--- src/rtl/booth_mult_param.sv ---
// Parametrised sequential radix-2 Booth multiplier with HI/LO result registers.
// Operands are widened by one bit (sign or zero), so a single signed Booth
// engine covers both signed and unsigned products. Latency is WIDTH+2 edges
// from the start edge to the edge that updates hi/lo and raises done.
module booth_mult_param #(
    parameter int WIDTH = 32
) (
    input  logic             clock,
    input  logic             reset,
    input  logic             start,
    input  logic             is_signed,
    input  logic [WIDTH-1:0] outA,
    input  logic [WIDTH-1:0] outB,
    output logic             busy,
    output logic             done,
    output logic [WIDTH-1:0] hi,
    output logic [WIDTH-1:0] lo
);

    // Extended operand width, product register width and step counter width.
    // The counter must hold the value E itself, hence clog2(E+1).
    localparam int E  = WIDTH + 1;
    localparam int PW = 2 * E + 1;
    localparam int CW = $clog2(E + 1);

    typedef enum logic [1:0] {
        IDLE,
        RUN,
        FINISH
    } state_t;

    state_t          state;
    logic [PW-1:0]   p_reg;
    logic [E-1:0]    m_reg;
    logic [E-1:0]    neg_m;
    logic [CW-1:0]   count;

    logic [E-1:0]    ext_a;
    logic [E-1:0]    ext_b;
    logic [E-1:0]    upper;
    logic [E-1:0]    booth_sum;
    logic [PW-1:0]   p_shifted;

    // The top operand bit is replicated only in signed mode; unsigned operands
    // get a zero on top so they read as non-negative to the signed engine.
    assign ext_a = {is_signed & outA[WIDTH-1], outA};
    assign ext_b = {is_signed & outB[WIDTH-1], outB};

    // The accumulating half of the product register.
    assign upper = p_reg[PW-1:E+1];

    // One Booth step: pick the addend from the current/previous multiplier
    // bit pair, add modulo 2^E, then arithmetic-shift the whole register.
    always_comb begin
        booth_sum = upper;
        case (p_reg[1:0])
            2'b01:   booth_sum = upper + m_reg;
            2'b10:   booth_sum = upper + neg_m;
            default: booth_sum = upper;
        endcase
        p_shifted = {booth_sum[E-1], booth_sum, p_reg[E:1]};
    end

    // Control FSM with datapath registers; hi/lo change only at FINISH.
    always_ff @(posedge clock or negedge reset) begin
        if (!reset) begin
            state <= IDLE;
            p_reg <= '0;
            m_reg <= '0;
            neg_m <= '0;
            count <= '0;
            busy  <= 1'b0;
            done  <= 1'b0;
            hi    <= '0;
            lo    <= '0;
        end else begin
            case (state)
                IDLE: begin
                    done <= 1'b0;
                    if (start) begin
                        p_reg <= {{E{1'b0}}, ext_b, 1'b0};
                        m_reg <= ext_a;
                        neg_m <= (~ext_a) + {{(E-1){1'b0}}, 1'b1};
                        count <= CW'(E);
                        busy  <= 1'b1;
                        state <= RUN;
                    end
                end
                RUN: begin
                    p_reg <= p_shifted;
                    count <= count - CW'(1);
                    if (count == CW'(1)) begin
                        state <= FINISH;
                    end
                end
                FINISH: begin
                    hi    <= p_reg[2*WIDTH:WIDTH+1];
                    lo    <= p_reg[WIDTH:1];
                    done  <= 1'b1;
                    busy  <= 1'b0;
                    state <= IDLE;
                end
                default: begin
                    state <= IDLE;
                end
            endcase
        end
    end

endmodule

--- config.mk ---
export PLATFORM = sky130hd
export DESIGN_NAME = booth_mult_param
export DESIGN_NICKNAME = d
export VERILOG_FILES = /design/src/rtl/booth_mult_param.sv
export SDC_FILE = /design/constraint.sdc
export NUM_CORES = 1
export LEC_CHECK = 0
export ABC_AREA = 1
export CELL_PAD_IN_SITES_DETAIL_PLACEMENT = 0
export CELL_PAD_IN_SITES_GLOBAL_PLACEMENT = 1
export CORE_MARGIN = 2
export CORE_UTILIZATION = 44
export CTS_CLUSTER_DIAMETER = 150
export DETAILED_ROUTE_END_ITERATION = 8
export HOLD_SLACK_MARGIN = 0.1
export PLACE_DENSITY_LB_ADDON = 0.1
export SYNTH_ARGS = -nofsm -noshare
export SYNTH_HDL_FRONTEND = slang
export SYNTH_SLANG_ARGS = --single-unit
export TNS_END_PERCENT = 100
--- constraint.sdc ---
create_clock -name clock -period 8.45 [get_ports clock]
set_clock_uncertainty 0.05 [all_clocks]
set_input_delay 2.1125 -clock clock [delete_from_list [all_inputs] [get_ports clock]]
set_output_delay 2.1125 -clock clock [all_outputs]
set_load 0.05 [all_outputs]
==> flow_summary.toml <==
[synth]
ys_top_cells_by_area = "dfrtp_1 45%, nand2_1 14%, inv_1 7.1%"
ys_ff_latch = 205
synth.yosys.warnings = 0
syn_area_per_cell_um2 = 7.594
synth_nets = 1618
synth_area_leader_cell = "dfrtp_1"
async_reset_ff_frac = 1.000
netlist_instances = 1512
netlist.area_leader.share = 0.4468
ys_types = 44
synth.yosys.seq_area_share = 0.4468
ys.flop_type = "dfrtp_1"
synthesis.area_um2 = 11480
synth_edf_count = 0

[die]
die_area_um2 = 27400
start_util = 0.4444
die_h_um = 165.5
core_area_um2 = 25840
pin_count = 134
rows = 59
die_w_um = 165.5

[grt]
grt_pass1_vias = 9477
grt_overflow = 0
grt_max_degree = 109
antenna_found_initial = 0
grt_pass1_wl_um = 48740
grt_use_total = 0.2230

[routing]
drt-total-wl_um = 30150
routedWlPerCell_um = 15.30
route.detailed.drc = 0
ant_nets = 0
drt-vias-per-instance = 5.083
vias = 10018
dr.pass1.iters = 6
drtIter0Drc = 714

[placed_design]
port_buffers = 133
gp_congestion = 0.8857
pre_cts_slack_ps = 3847
place_hpwl_um = 22060
dp_cells = 1934

[setup_path]
start_kind = "input port"
worst-r2r-cell-count = 16
crit_fanout = 93
startpoint = "start"
reg2reg_from = "p_reg[0]"
cp.arrival_ps = 4360
cpPeakStageDelay_ps = 680
cpMaxStageDelayCell = "buf_4"
crit_required_ps = 8800
crit_chain = "clkdlybuf4s50_1, nand2_2, buf_4, inv_2, nor2_2, inv_1, o22ai_1"
path_class = "in -> reg"
endpoint_kind = "flop"

[cts]
root_buffer = "clkbuf_16"
clock_path_buffers = 3
clkTransAtPathRegs_ps = 60
cts_made_buffers = 23
hold_buffers = 0
cts_tree = "done"
htree_levels = 1
cts.sinks = 205
clock_latency_ps = 510
cts_setup_buffers = 0
cts.repair.resized = 0

[job]
cap_viol_max_count = 0

[sta]
slew-limit-headroom = 0.2426
post-route-min-period_ps = 4005
hold_slack_ps = 421.1
hold_violations = 0
fin_setup_tns_ps = 0
rsz0062_at_grt = "no"
setup_viol = 0
maxSlewViolCount = 0
finalCritPeriodShare = 0.4740
fmax_mhz = 249.7
worst_slew_pin_slew_ps = 1135
worst_slack_ps = 4445

[finish]
drive_gt1_frac = 0.05807
stdcell_count = 1971
area_growth_pct = 20.39
diodes = 0
final_core_util = 0.5350
largest_reg_flops = 66
nets = 1730
fillers = 2590

[power_and_ir_drop]
power.leakage_nw = 6.905
powerDensity_nw_per_um2 = 146.9
ir_drop_v = 0.0001175

[hold_path]
hp-class = "reg -> reg"
min_path_cells = 2
hp-start = "busy"

[run_status]
status = "finished clean"
==> Yosys cell counts (2+ instances only) <==
cell	n
a21boi_0	3
a21boi_1	2
a21oi_1	51
a22oi_1	38
a31oi_1	3
and2_1	2
buf_1	8
buf_2	12
clkbuf_1	34
dfrtp_1	205
ha_1	37
inv_1	217
inv_2	3
mux2_2	17
nand2_1	431
nand2_2	3
nand2_4	2
nand3_1	90
nand3_2	2
nand3b_1	4
nand4_1	16
nor2_1	93
nor2_2	7
nor2_4	5
nor3_1	11
nor3_4	2
nor4_1	4
o211ai_1	12
o21a_1	5
o21ai_0	153
o21bai_1	5
o221ai_1	7
o22ai_1	5
or2_2	4
xnor2_1	2
xor2_1	9
==> cell type report <==
type	count	area (um^2)	area share
sequential	205	5130	0.3711
timing repair buffer	141	1408	0.1018
tap	335	419.2	0.03032
clock buffer	30	631.9	0.04571
multi-input combinational	1032	5316	0.3846
clock inverter	7	87.58	0.006336
inverter	221	830.8	0.06010
==> logic make-up after synthesis <==
group           share of synthesized area
buf+inv                           0.09131
flops                              0.4468
simple gates                       0.2517
fa+ha+maj                         0.04206
mux                               0.01754
compound gates                     0.1422
xor+xnor                         0.008391
==> metal layers <==
layer  share of wire  vias up  global-route usage
met5               0        -                   0
met4           0.014        0             0.04389
met3           0.054       31             0.02922
met2            0.44      231              0.3531
met1            0.50     4618              0.3286
li1                -     5138                   -
==> final timing paths <==
kind | end | slack [ps]
setup / recovery | p_reg[36] | 4440
hold / removal | busy | 420
setup reg to reg | p_reg[55] | 5230
hold reg to reg | busy | 420
max in group asynchronous | neg_m[30] | 5670
min in group asynchronous | lo[22] | 1610
==> per-stage QoR <==
stage	instance area [um^2]	power (mW)
after floorplan	11480	1.014
final	13820	2.030
after detailed placement	13100	1.078
after CTS	13820	2.055
after global placement	13100	1.078
after global routing	13820	2.098
==> power breakdown <==
part	switching [mW]	internal (mW)
clock	0.390	0.582
combinational	0.0438	0.0333
sequential	0	0.982
==> placed cells by master (no fill, tap or decap), types with 8 or more instances in the layout <==
cell type          n
nand2_1          429
nor2_1            92
ha_1              37
o211ai_1          12
dfrtp_1          205
a22oi_1           38
clkdlybuf4s50_1  132
nor2_2             8
clkbuf_16         23
nor3_1            11
nand4_1           16
xor2_1             9
nand3_1           90
inv_1            216
mux2_2            17
o21ai_0          153
a21oi_1           51
==> worst max-delay path, delay by kind of cell <==
family / cells / cell delay, ps
simple gates: 2 / 190
compound gates: 1 / 380
buf+inv: 4 / 1640
Note: power is estimated with default switching activity, not from simulation.
